===== src/rtl/cpu5_mcctrl_if.sv =====
// rtl/cpu5_mcctrl_if.sv - decoder, memory-port and datapath-control bundle for cpu5_mcctrl
`ifndef CPU5_ALU_OP_SIZE
`define CPU5_ALU_OP_SIZE 2
`endif
`ifndef CPU5_BRANCHTYPE_SIZE
`define CPU5_BRANCHTYPE_SIZE 2
`endif
`ifndef CPU5_BRANCHTYPE_NOBRANCH
`define CPU5_BRANCHTYPE_NOBRANCH 2'd0
`endif
`ifndef CPU5_BRANCHTYPE_BEQ
`define CPU5_BRANCHTYPE_BEQ 2'd1
`endif
`ifndef CPU5_BRANCHTYPE_BNE
`define CPU5_BRANCHTYPE_BNE 2'd2
`endif

interface cpu5_mcctrl_if;
    logic                              memtoreg;
    logic                              memwrite;
    logic                              alusrc;
    logic                              regwrite;
    logic                              jump;
    logic [`CPU5_BRANCHTYPE_SIZE-1:0]  branchtype;
    logic [`CPU5_ALU_OP_SIZE-1:0]      aluop;
    logic                              dec_valid;
    logic                              alu_zero;
    logic                              mem_ack;
    logic                              mem_req;
    logic                              mem_we;
    logic                              mem_iord;
    logic                              ir_we;
    logic                              pc_we;
    logic                              pc_src;
    logic [1:0]                        alu_srca;
    logic [1:0]                        alu_srcb;
    logic [`CPU5_ALU_OP_SIZE-1:0]      alu_op;
    logic                              rf_we;
    logic                              rf_wsel;
    logic                              retire;
    logic                              fault;
    logic [2:0]                        state;

    modport master (
        input  memtoreg, memwrite, alusrc, regwrite, jump, branchtype, aluop,
               dec_valid, alu_zero, mem_ack,
        output mem_req, mem_we, mem_iord, ir_we, pc_we, pc_src, alu_srca,
               alu_srcb, alu_op, rf_we, rf_wsel, retire, fault, state
    );

    modport slave (
        output memtoreg, memwrite, alusrc, regwrite, jump, branchtype, aluop,
               dec_valid, alu_zero, mem_ack,
        input  mem_req, mem_we, mem_iord, ir_we, pc_we, pc_src, alu_srca,
               alu_srcb, alu_op, rf_we, rf_wsel, retire, fault, state
    );
endinterface


===== src/rtl/cpu5_mcctrl.sv =====
// rtl/cpu5_mcctrl.sv - cpu5 multicycle sequencer: FETCH/DECODE/EXEC/MEM/WB with memory handshake and sticky FAULT
`ifndef CPU5_ALU_OP_SIZE
`define CPU5_ALU_OP_SIZE 2
`endif
`ifndef CPU5_BRANCHTYPE_SIZE
`define CPU5_BRANCHTYPE_SIZE 2
`endif
`ifndef CPU5_BRANCHTYPE_NOBRANCH
`define CPU5_BRANCHTYPE_NOBRANCH 2'd0
`endif
`ifndef CPU5_BRANCHTYPE_BEQ
`define CPU5_BRANCHTYPE_BEQ 2'd1
`endif
`ifndef CPU5_BRANCHTYPE_BNE
`define CPU5_BRANCHTYPE_BNE 2'd2
`endif

module cpu5_mcctrl #(
    parameter int unsigned TIMEOUT_CYCLES = 255
) (
    input  logic          clk,
    input  logic          resetn,
    cpu5_mcctrl_if.master bus
);
    localparam logic [2:0] S_FETCH  = 3'd0;
    localparam logic [2:0] S_DECODE = 3'd1;
    localparam logic [2:0] S_EXEC   = 3'd2;
    localparam logic [2:0] S_MEM    = 3'd3;
    localparam logic [2:0] S_WB     = 3'd4;
    localparam logic [2:0] S_FAULT  = 3'd7;

    localparam logic [1:0] SRCA_OLDPC = 2'b01;
    localparam logic [1:0] SRCA_RS1   = 2'b10;
    localparam logic [1:0] SRCB_RS2   = 2'b00;
    localparam logic [1:0] SRCB_FOUR  = 2'b01;
    localparam logic [1:0] SRCB_IMM   = 2'b10;

    localparam int unsigned CNT_W = (TIMEOUT_CYCLES > 255) ? $clog2(TIMEOUT_CYCLES + 1) : 8;
    localparam bit                TO_EN   = (TIMEOUT_CYCLES != 0);
    localparam logic [CNT_W-1:0]  TO_LAST = CNT_W'(TIMEOUT_CYCLES - 1);

    logic [2:0]       state_q;
    logic [2:0]       state_d;
    logic [CNT_W-1:0] cnt_q;
    logic             req_state;
    logic             timeout_hit;
    logic             is_branch;
    logic             is_ldst;
    logic             taken;

    assign req_state = (state_q == S_FETCH) || (state_q == S_MEM);
    // The last unacknowledged wait cycle is the one that would bring the count to TIMEOUT_CYCLES;
    // an ack in that same cycle still wins because the transition checks mem_ack first.
    assign timeout_hit = TO_EN && req_state && !bus.mem_ack && (cnt_q == TO_LAST);
    assign is_branch   = (bus.branchtype != `CPU5_BRANCHTYPE_NOBRANCH);
    assign is_ldst     = bus.memtoreg || bus.memwrite;
    assign taken       = ((bus.branchtype == `CPU5_BRANCHTYPE_BEQ) &&  bus.alu_zero) ||
                         ((bus.branchtype == `CPU5_BRANCHTYPE_BNE) && !bus.alu_zero);

    always_ff @(posedge clk) begin
        if (!resetn) begin
            state_q <= S_FETCH;
        end else begin
            state_q <= state_d;
        end
    end

    always_ff @(posedge clk) begin
        if (!resetn) begin
            cnt_q <= '0;
        end else if ((state_d != state_q) && ((state_d == S_FETCH) || (state_d == S_MEM))) begin
            cnt_q <= '0;
        end else if (req_state && !bus.mem_ack) begin
            cnt_q <= cnt_q + 1'b1;
        end
    end

    always_comb begin
        state_d = state_q;
        case (state_q)
            S_FETCH: begin
                if (bus.mem_ack) begin
                    state_d = S_DECODE;
                end else if (timeout_hit) begin
                    state_d = S_FAULT;
                end
            end
            S_DECODE: state_d = (!bus.dec_valid || bus.jump) ? S_FAULT : S_EXEC;
            S_EXEC: begin
                if (is_branch) begin
                    state_d = S_FETCH;
                end else if (is_ldst) begin
                    state_d = S_MEM;
                end else begin
                    state_d = S_WB;
                end
            end
            S_MEM: begin
                if (bus.mem_ack) begin
                    state_d = bus.memtoreg ? S_WB : S_FETCH;
                end else if (timeout_hit) begin
                    state_d = S_FAULT;
                end
            end
            S_WB:    state_d = S_FETCH;
            S_FAULT: state_d = S_FAULT;
            default: state_d = S_FAULT;
        endcase
    end

    // Every output is held at zero while reset is sampled low, including FETCH's request.
    always_comb begin
        bus.mem_req  = 1'b0;
        bus.mem_we   = 1'b0;
        bus.mem_iord = 1'b0;
        bus.ir_we    = 1'b0;
        bus.pc_we    = 1'b0;
        bus.pc_src   = 1'b0;
        bus.alu_srca = 2'b00;
        bus.alu_srcb = 2'b00;
        bus.alu_op   = '0;
        bus.rf_we    = 1'b0;
        bus.rf_wsel  = 1'b0;
        bus.retire   = 1'b0;
        bus.fault    = 1'b0;
        bus.state    = 3'd0;
        if (resetn) begin
            bus.state = state_q;
            case (state_q)
                S_FETCH: begin
                    bus.mem_req = 1'b1;
                    if (bus.mem_ack) begin
                        bus.ir_we    = 1'b1;
                        bus.pc_we    = 1'b1;
                        bus.alu_srcb = SRCB_FOUR;
                    end
                end
                S_DECODE: begin
                    bus.alu_srca = SRCA_OLDPC;
                    bus.alu_srcb = SRCB_IMM;
                end
                S_EXEC: begin
                    bus.alu_srca = SRCA_RS1;
                    if (is_branch) begin
                        bus.alu_srcb = SRCB_RS2;
                        bus.alu_op   = bus.aluop;
                        bus.pc_we    = taken;
                        bus.pc_src   = 1'b1;
                        bus.retire   = 1'b1;
                    end else if (is_ldst) begin
                        bus.alu_srcb = SRCB_IMM;
                    end else begin
                        bus.alu_srcb = bus.alusrc ? SRCB_IMM : SRCB_RS2;
                        bus.alu_op   = bus.aluop;
                    end
                end
                S_MEM: begin
                    bus.mem_req  = 1'b1;
                    bus.mem_iord = 1'b1;
                    bus.mem_we   = bus.memwrite;
                    bus.retire   = bus.mem_ack && !bus.memtoreg;
                end
                S_WB: begin
                    bus.rf_we   = bus.regwrite;
                    bus.rf_wsel = bus.memtoreg;
                    bus.retire  = 1'b1;
                end
                S_FAULT: bus.fault = 1'b1;
                default: ;
            endcase
        end
    end
endmodule


===== src/flat_wrapper.sv =====
// flat-port wrapper written by rule: the top's interface ports become plain ports
module cpu5_mcctrl_flat 
#(
    parameter int unsigned TIMEOUT_CYCLES = 255
)
  (clk, resetn, bus_memtoreg, bus_memwrite, bus_alusrc, bus_regwrite, bus_jump, bus_branchtype, bus_aluop, bus_dec_valid, bus_alu_zero, bus_mem_ack, bus_mem_req, bus_mem_we, bus_mem_iord, bus_ir_we, bus_pc_we, bus_pc_src, bus_alu_srca, bus_alu_srcb, bus_alu_op, bus_rf_we, bus_rf_wsel, bus_retire, bus_fault, bus_state);
  cpu5_mcctrl_if bus_i ();
  input  logic clk;
  input  logic resetn;
  input wire logic [$bits(bus_i.memtoreg)-1:0] bus_memtoreg;
  input wire logic [$bits(bus_i.memwrite)-1:0] bus_memwrite;
  input wire logic [$bits(bus_i.alusrc)-1:0] bus_alusrc;
  input wire logic [$bits(bus_i.regwrite)-1:0] bus_regwrite;
  input wire logic [$bits(bus_i.jump)-1:0] bus_jump;
  input wire logic [$bits(bus_i.branchtype)-1:0] bus_branchtype;
  input wire logic [$bits(bus_i.aluop)-1:0] bus_aluop;
  input wire logic [$bits(bus_i.dec_valid)-1:0] bus_dec_valid;
  input wire logic [$bits(bus_i.alu_zero)-1:0] bus_alu_zero;
  input wire logic [$bits(bus_i.mem_ack)-1:0] bus_mem_ack;
  output wire logic [$bits(bus_i.mem_req)-1:0] bus_mem_req;
  output wire logic [$bits(bus_i.mem_we)-1:0] bus_mem_we;
  output wire logic [$bits(bus_i.mem_iord)-1:0] bus_mem_iord;
  output wire logic [$bits(bus_i.ir_we)-1:0] bus_ir_we;
  output wire logic [$bits(bus_i.pc_we)-1:0] bus_pc_we;
  output wire logic [$bits(bus_i.pc_src)-1:0] bus_pc_src;
  output wire logic [$bits(bus_i.alu_srca)-1:0] bus_alu_srca;
  output wire logic [$bits(bus_i.alu_srcb)-1:0] bus_alu_srcb;
  output wire logic [$bits(bus_i.alu_op)-1:0] bus_alu_op;
  output wire logic [$bits(bus_i.rf_we)-1:0] bus_rf_we;
  output wire logic [$bits(bus_i.rf_wsel)-1:0] bus_rf_wsel;
  output wire logic [$bits(bus_i.retire)-1:0] bus_retire;
  output wire logic [$bits(bus_i.fault)-1:0] bus_fault;
  output wire logic [$bits(bus_i.state)-1:0] bus_state;
  assign bus_i.memtoreg = bus_memtoreg;
  assign bus_i.memwrite = bus_memwrite;
  assign bus_i.alusrc = bus_alusrc;
  assign bus_i.regwrite = bus_regwrite;
  assign bus_i.jump = bus_jump;
  assign bus_i.branchtype = bus_branchtype;
  assign bus_i.aluop = bus_aluop;
  assign bus_i.dec_valid = bus_dec_valid;
  assign bus_i.alu_zero = bus_alu_zero;
  assign bus_i.mem_ack = bus_mem_ack;
  assign bus_mem_req = bus_i.mem_req;
  assign bus_mem_we = bus_i.mem_we;
  assign bus_mem_iord = bus_i.mem_iord;
  assign bus_ir_we = bus_i.ir_we;
  assign bus_pc_we = bus_i.pc_we;
  assign bus_pc_src = bus_i.pc_src;
  assign bus_alu_srca = bus_i.alu_srca;
  assign bus_alu_srcb = bus_i.alu_srcb;
  assign bus_alu_op = bus_i.alu_op;
  assign bus_rf_we = bus_i.rf_we;
  assign bus_rf_wsel = bus_i.rf_wsel;
  assign bus_retire = bus_i.retire;
  assign bus_fault = bus_i.fault;
  assign bus_state = bus_i.state;
  cpu5_mcctrl #(.TIMEOUT_CYCLES(TIMEOUT_CYCLES)) u_core (.clk(clk), .resetn(resetn), .bus(bus_i));
endmodule

===== config.mk =====
export PLATFORM = sky130hd
export DESIGN_NAME = cpu5_mcctrl_flat
export DESIGN_NICKNAME = d
export VERILOG_FILES = /design/src/rtl/cpu5_mcctrl_if.sv /design/src/rtl/cpu5_mcctrl.sv /design/src/flat_wrapper.sv
export SDC_FILE = /design/constraint.sdc
export NUM_CORES = 1
export LEC_CHECK = 0
export ABC_CLOCK_PERIOD_IN_PS = 1800
export BUFFER_PORTS_ARGS = -buffer_cell sky130_fd_sc_hd__buf_4
export CORE_UTILIZATION = 50
export DETAILED_ROUTE_END_ITERATION = 10
export PLACE_DENSITY = 0.77
export SLEW_MARGIN = 20
export SYNTH_ARGS = -nofsm -noshare
export SYNTH_HDL_FRONTEND = slang
export SYNTH_SLANG_ARGS = --single-unit

===== constraint.sdc =====
create_clock -name clk -period 1.8 [get_ports clk]
set_input_delay 0.36 -clock clk [delete_from_list [all_inputs] [get_ports clk]]
set_output_delay 0.36 -clock clk [all_outputs]
set_load 0.02 [all_outputs]

### After elaboration in Yosys (flattened, before gate mapping)

Cells that the tools add are included.

* register bits: 11
* bits of input ports: 14
* output and inout bits: 19

* add/subtract/negate cells: 1
* equality and inequality tests: 10
* mux-type cells: 44
* bitwise logic cells: 1
* reductions and logical operators: 20

Operators by type and width (number)
* $mux W3: 8
* $mux W1: 22
* $mux W2: 9
* $pmux W3 S5: 1
* $eq A3 B2 Y1 const B: 3
* $add A8 B1 Y8 const B: 1
* $eq A8 B8 Y1 const B: 1
* $eq A3 B3 Y1 const B: 2
* $logic_and A1 B1 Y1: 6
* $logic_not A3 Y1: 2
* $pmux W2 S3: 1
* $logic_or A1 B1 Y1: 5
* $logic_not A1 Y1: 4
* $pmux W2 S2: 1
* $reduce_or A2 Y1: 2
* $eq A3 B1 Y1 const B: 1
* $ne A3 B3 Y1: 1
* $pmux W1 S3: 1
* $eq A2 B1 Y1 const B: 1
* $eq A2 B2 Y1 const B: 1
* $pmux W1 S2: 1
* $reduce_bool A2 Y1: 1
* $not A1 Y1: 1

### Logic depth before layout (Yosys ltp)

Gate-level depths: netlist of the first run.

* word-level depth: 11
* mapped depth: 8
* depth with buffers taken out: 7

### Least setup slack after synthesis of the first run

OpenSTA, ideal clock, no wires.

* path kind: flip-flop to output port
* start point: register u_core.state_q[1]
* end point: output bus_alu_srcb[1]
* arrival time: 1.451 ns
* required time: 1.440 ns
* setup slack: -0.011 ns
* cell stages (with the launch flop): 8
* cells stage by stage: dfxtp_1 -> clkbuf_4 -> nand2_1 -> inv_1 -> nand2_1 -> inv_1 -> o311ai_0 -> o21ai_0

* word-level cells in the longest chain between the ends: 3
* elaborated cells on any way between the ends: 5
* classes of those cells: 2 x eq/ne; 2 x mux; 1 x reduce/logical

Ends and longest elaborated chain
* start: declaration: line cpu5_mcctrl.sv:42 `logic [2:0] state_q;`
* start signal: assignment: line cpu5_mcctrl.sv:64 `state_q <= state_d;`
* $eq A3 B2 Y1 (tied with other cells): line cpu5_mcctrl.sv:129 `case (state_q)`
* $pmux W2 S3 *: line cpu5_mcctrl.sv:129
* $mux W2 *: line cpu5_mcctrl.sv:127 `if (resetn) begin`
* end: declaration: line flat_wrapper.sv:27 `output wire logic [$bits(bus_i.alu_srcb)-1:0] bus_alu_srcb;`

Every way passes the cells marked *; elsewhere a longest branch is shown, timed or not.

### Worst setup path after layout of the first run

* start point: register u_core.state_q[0]
* end point: output bus_mem_req

* word-level cells in the longest chain between the ends: 4
* elaborated cells on any way between the ends: 5
* classes of those cells: 1 x eq/ne; 2 x mux; 2 x reduce/logical

Ends and longest elaborated chain
* $eq A3 B2 Y1 / $logic_not A3 Y1 (equally long branches): line cpu5_mcctrl.sv:129
* $reduce_or A2 Y1 (no source line) *
* $mux W1 *: line cpu5_mcctrl.sv:129
* $mux W1 *: line cpu5_mcctrl.sv:127
* end: declaration: line flat_wrapper.sv:20 `output wire logic [$bits(bus_i.mem_req)-1:0] bus_mem_req;`

Marks and branches as above.

==> results of run 1 <==
[timing repair]
item | in CTS | in global routing
pin swaps | 1 | 0
setup endpoints to repair | 18 | 14
buffers inserted | 1 | 4
resized for setup | 6 | 9
[synthesized netlist by cell type, types with 3 or more instances]
master,n,area [um^2]
nand2_1,17,63.8
and2_1,6,37.5
and3_1,5,31.3
nor2_2,3,18.8
nand4_1,4,25.0
inv_1,3,11.3
buf_6,3,33.8
xnor2_1,7,61.3
nor2_1,5,18.8
nand2b_1,3,18.8
o21ai_0,5,25.0
nor2b_1,4,25.0
nand3_1,11,55.1
dfxtp_1,11,220
o22ai_1,9,56.3
[routing by layer]
layer  up-vias  global-route usage [%]  share of wire [%]
met2        39                    44.6                 50
li1        575                       -                  -
met4         0                    15.6                2.0
met3         6                    2.26                4.9
met5         -                       0                  0
met1       532                    29.5                 43
[cell families after synthesis]
group	synth area share (%)
multiplexers	0.954
flip-flops	21.0
buffers and inverters	9.06
AO/OA/AOI/OAI	21.3
XOR/XNOR	7.39
AND/OR/NAND/NOR	37.9
adder cells (fa/ha/maj)	2.38
[worst max-delay path, cell delays in order (launching register included)]
cell and delay [ns]:
dfxtp_4 0.38, xnor2_2 0.21, buf_4 0.20, and3b_1 0.17
buf_4 0.14
[final cells by class]
cell class	count	area (um^2)
timing repair buffer	48	364
inverter	4	15.0
sequential	11	229
multi-input combinational	110	766
fill	154	528
clock buffer	4	26.3
tap	27	33.8
[report_power, final]
part	total [mW]	internal [mW]	switching, mW
Sequential	0.305	0.266	0.0383
Combinational	0.510	0.238	0.272
Clock	0.166	0.0859	0.0798
[metrics by stage]
stage / setup WS [ns] / TNS, ns / hold slack [ns]
after floorplan: 0.0787 / 0 / 0.563
after global placement: 0.00499 / 0 / 0.581
after detailed placement: -0.0531 / -0.370 / 0.609
after CTS: 0.00136 / 0 / 0.545
after global routing: 0.00283 / 0 / 0.575
final: 0.0686 / 0 / 0.557
[state kept, by name, indices dropped and copies added (netlist names)]
| name | flops |
|---|---|
| u_core.state_q | 3 |
| u_core.cnt_q | 8 |
[path summary, 6_finish.rpt]
kind,end,slack (ns),start,cells past startpoint
worst max register to register,u_core.cnt_q[0]$_SDFFE_PP0P_,0.14,u_core.cnt_q[0]$_SDFFE_PP0P_,7
worst max-delay path,bus_mem_req,0.07,u_core.state_q[0]$_SDFF_PN0_,4
worst min register to register,u_core.cnt_q[7]$_SDFFE_PP0P_,0.63,u_core.cnt_q[7]$_SDFFE_PP0P_,3
worst min-delay path,u_core.state_q[0]$_SDFF_PN0_,0.56,resetn,3
==> results.sh, run 1 <==
export IMPL_firstDrtPassIters=6
export IMPL_grt_pass1_vias=955
export IMPL_clk_path_buf_depth=2
export IMPL_h_tree_depth=1
export IMPL_finalWirelength_mm=2.83
export IMPL_place_congestion=0.931
export IMPL_slew_violations=0
export IMPL_postRouteAntennaNets=0
export IMPL_setup_violations=0
export IMPL_cap_violations=0
export IMPL_dpl_hpwl_mm=2.03
export IMPL_hold_buffers=0
export IMPL_p_leak_nw=0.655
export IMPL_max_freq_ghz=0.578
export IMPL_synth_nets=150
export IMPL_io_pins=33
export IMPL_rows=16
export IMPL_fin_crit_sh_pct=96.2
export IMPL_place_inst=195
export IMPL_tritoncts="yes"
export IMPL_vias=1152
export IMPL_required_ns=1.44
export IMPL_syn_instance_count=134
export IMPL_hp_class="input pin to register"
export IMPL_wl_per_cell_um=13.9
export IMPL_layout_commonest_cell="buf_4"
export IMPL_rsz0062_at_grt="false"
export IMPL_ir_drop_uv=573
export IMPL_antennaDiodeCount=0
export IMPL_syn_area_per_cell_um2=7.83
export IMPL_synth_edf_count=0
export IMPL_track_usage_pct=25.4
export IMPL_crit_path_end_kind="output port"
export IMPL_place_area_um2=1330
export IMPL_syn_to_final_growth_pct=36.6
export IMPL_cts_buffers=3
export IMPL_status="completed"
export IMPL_worst_slew_pin_slew_ns=0.337
export IMPL_grt_overflow=0
export IMPL_ys_seq_area_share_pct=21.0
export IMPL_skew_ns=0.00130
export IMPL_final_cell_area_um2=1430
export IMPL_clk_pin_slew_ns=0.07
export IMPL_dieWidth_um=47.8
export IMPL_grt_max_degree=14
export IMPL_core_area_um2=1960
export IMPL_cts_sinks=11
export IMPL_ys_ff_latch=11
export IMPL_synth_async_reset_ratio_pct=0
export IMPL_first_iter_violations=22
export IMPL_fp_dieArea_um2=2290
export IMPL_finalHoldViolations=0
export IMPL_syn_area_um2=1050
export IMPL_antenna_found_initial=0
export IMPL_grt_pass1_wl_mm=4.05
export IMPL_synth_distinct_cells=48
export IMPL_relSlewSlack_pct=77.3
export IMPL_mostFrequentLayoutCells="buf_4 (47), nand2_1 (16), nand3_1 (11)"
export IMPL_cts_root_buf="clkbuf_4"
export IMPL_drive_above_1_share_pct=40.7
export IMPL_cp_max_fo=10
export IMPL_synthFlopType="dfxtp_1"
export IMPL_worst_skew_pair_late_latency_ns=0.27
export IMPL_period_needed_ns=1.73
export IMPL_stdcell_count=204
export IMPL_nets=194
export IMPL_drc=0
export IMPL_io_buffers=32
export IMPL_worstSetupPathType="register to output port"
export IMPL_vias_per_cell=5.65
export IMPL_die_h_um=47.8
export IMPL_p_per_area_nw_per_um2=684
export IMPL_worstPathArrival_ns=1.37
export IMPL_utilization_pct=73.1
export IMPL_totalPowerFinal_mw=0.980
export IMPL_critPathLaunchType="register"
export IMPL_yosys_warnings=0
export IMPL_start_util_pct=53.5
No activity file was read; power rests on OpenSTA's default activity.
==> inputs of run 2 (changes only) <==
==> constraint.sdc (replaced) <==
create_clock -name clk -period 1.8 [get_ports clk]
set_input_delay 0.09 -clock clk [delete_from_list [all_inputs] [get_ports clk]]
set_output_delay 0.09 -clock clk [all_outputs]
set_load 0.02 [all_outputs]
==> run 2 against run 1 <==
Worst setup slack improved by 0.031 ns. Critical path depth up 4. First-iteration DRC count up 68%. Global-route usage shrank 1.0 points. Hold slack got worse by 0.38 ns. Sequential share of layout area is 0.45 points higher. Final area fell by 4.9%. Critical path type is now register to register. Core utilization shrank 3.6 points. Combinational power down 8.2%. Highest routed layer unchanged. Wire length increased by 0.14%. Count of clock-buffer cells in the layout stayed put.
==> results.sh, run 2 (synthesized netlist as in run 1, its figures left out) <==
export IMPL_max_freq_ghz=0.588
export IMPL_layout_commonest_cell="buf_4"
export IMPL_worstSetupPathType="register to register"
export IMPL_fp_dieArea_um2=2290
export IMPL_first_iter_violations=37
export IMPL_drc=0
export IMPL_place_area_um2=1330
export IMPL_io_pins=33
export IMPL_drive_above_1_share_pct=36.6
export IMPL_cts_root_buf="clkbuf_4"
export IMPL_slew_violations=0
export IMPL_dieWidth_um=47.8
export IMPL_vias_per_cell=5.63
export IMPL_required_ns=1.99
export IMPL_tritoncts="yes"
export IMPL_rsz0062_at_grt="false"
export IMPL_largest_reg_flops=8
export IMPL_crit_path_end_kind="register"
export IMPL_clk_path_buf_depth=2
export IMPL_syn_to_final_growth_pct=29.9
export IMPL_antenna_found_initial=0
export IMPL_multi_input_area_um2=742
export IMPL_p_leak_nw=0.623
export IMPL_grt_pass1_vias=853
export IMPL_firstDrtPassIters=4
export IMPL_worstPathArrival_ns=1.89
export IMPL_reg2reg_depth=8
export IMPL_grt_max_degree=20
export IMPL_status="completed"
export IMPL_clk_pin_slew_ns=0.07
export IMPL_r2r_end="u_core.cnt_q[5]$_SDFFE_PP0P_"
export IMPL_endpoint="u_core.cnt_q[5]$_SDFFE_PP0P_"
export IMPL_track_usage_pct=24.3
export IMPL_grt_pass1_wl_mm=3.85
export IMPL_regArea_um2=224
export IMPL_start_util_pct=53.5
export IMPL_finalWirelength_mm=2.83
export IMPL_critPathLaunchType="register"
export IMPL_skew_ns=0.000754
export IMPL_io_buffers=32
export IMPL_ir_drop_uv=616
export IMPL_place_congestion=0.818
export IMPL_dpl_hpwl_mm=2.16
export IMPL_ff2ff_setup_slack_ns=0.1
export IMPL_reg_largest_list="u_core.cnt_q x8, u_core.state_q x3"
export IMPL_mostFrequentLayoutCells="buf_4 (43), nand2_1 (17), nand3_1 (11)"
export IMPL_nets=189
export IMPL_worst_skew_pair_late_latency_ns=0.27
export IMPL_reg2reg_from="u_core.cnt_q[0]$_SDFFE_PP0P_"
export IMPL_rows=16
export IMPL_finalHoldViolations=0
export IMPL_critPathLaunch="u_core.cnt_q[0]$_SDFFE_PP0P_"
export IMPL_cp_max_fo=8
export IMPL_regMostFlops="u_core.cnt_q"
export IMPL_relSlewSlack_pct=75.8
export IMPL_core_area_um2=1960
export IMPL_n_fill_cell=175
export IMPL_tns_ns=0
export IMPL_hp_class="input pin to register"
export IMPL_post_cts_buffers=0
export IMPL_setup_violations=0
export IMPL_worst_slew_pin_slew_ns=0.362
export IMPL_wl_per_cell_um=14.2
export IMPL_cap_violations=0
export IMPL_antennaDiodeCount=0
export IMPL_grt_overflow=0
export IMPL_final_cell_area_um2=1360
export IMPL_postRouteAntennaNets=0
export IMPL_whs_path_depth=3
export IMPL_hold_buffers=0
export IMPL_fin_crit_sh_pct=94.5
export IMPL_die_h_um=47.8
export IMPL_period_needed_ns=1.70
export IMPL_h_tree_depth=1
export IMPL_cts_buffers=3
export IMPL_vias=1121
export IMPL_cts_sinks=11
export IMPL_p_per_area_nw_per_um2=693
## run 2: cell types whose count changed in the layout (fill, tap and decap cells not counted), sizes merged
cell / before / now
buf: 48 / 43
## run 2: critical path, cell delays in order, from the launching register on
cell and delay [ns]:
dfxtp_2 0.36, inv_1 0.05, ha_1 0.19, and3_1 0.19, nand4_2 0.11, buf_4 0.14
o31ai_4 0.07, o21ba_2 0.30, o22ai_1 0.22
## run 2: per-layer routing
metal	routed length, um	track usage (%)
met5	0	0
met4	42	9.44
met3	172	1.89
met2	1370	41.9
met1	1250	31.4
## run 2: cell type report
| cell class | count | area share (%) |
|---|---|---|
| multi-input combinational | 110 | 54.4 |
| timing repair buffer | 43 | 23.7 |
| sequential | 11 | 16.4 |
| tap | 27 | 2.48 |
| clock buffer | 4 | 1.93 |
| inverter | 4 | 1.10 |
## run 2: power breakdown
group / switching (mW) / internal (mW)
Sequential: 0.0346 / 0.266
Clock: 0.0900 / 0.0860
Combinational: 0.261 / 0.206
## run 2: how the worst min path moves through the flow
stage | from | endpoint | slack (ns)
final | resetn | u_core.cnt_q[0]$_SDFFE_PP0P_ | 0.17
after global routing | resetn | u_core.cnt_q[7]$_SDFFE_PP0P_ | 0.17
after CTS | resetn | u_core.cnt_q[3]$_SDFFE_PP0P_ | 0.17
after detailed placement | resetn | u_core.cnt_q[3]$_SDFFE_PP0P_ | 0.46
after global placement | resetn | u_core.cnt_q[4]$_SDFFE_PP0P_ | 0.45
after floorplan | bus_memtoreg | u_core.state_q[2]$_SDFF_PN0_ | 0.36
## run 2: per-stage QoR
stage | setup WS [ns] | utilization (%) | total power, mW | cells | hold WS, ns
4_1_cts | 0.0380 | 69.0 | 0.931 | 199 | 0.171
2_1_floorplan | 0.248 | - | 0.618 | 134 | 0.360
3_5_place_dp | 0.0180 | 67.6 | 0.756 | 195 | 0.460
5_1_grt | 0.0125 | 69.5 | 0.999 | 199 | 0.174
6_report | 0.0996 | 69.5 | 0.945 | 199 | 0.172
3_3_place_gp | 0.140 | 67.6 | 0.741 | 195 | 0.454
## run 2: timing repair
action / 4_1_cts / 5_1_grt
gates cloned: 0 / 0
gates resized for setup: 2 / 3
hold endpoints to repair: 0 / 0
setup endpoints to repair: 2 / 9
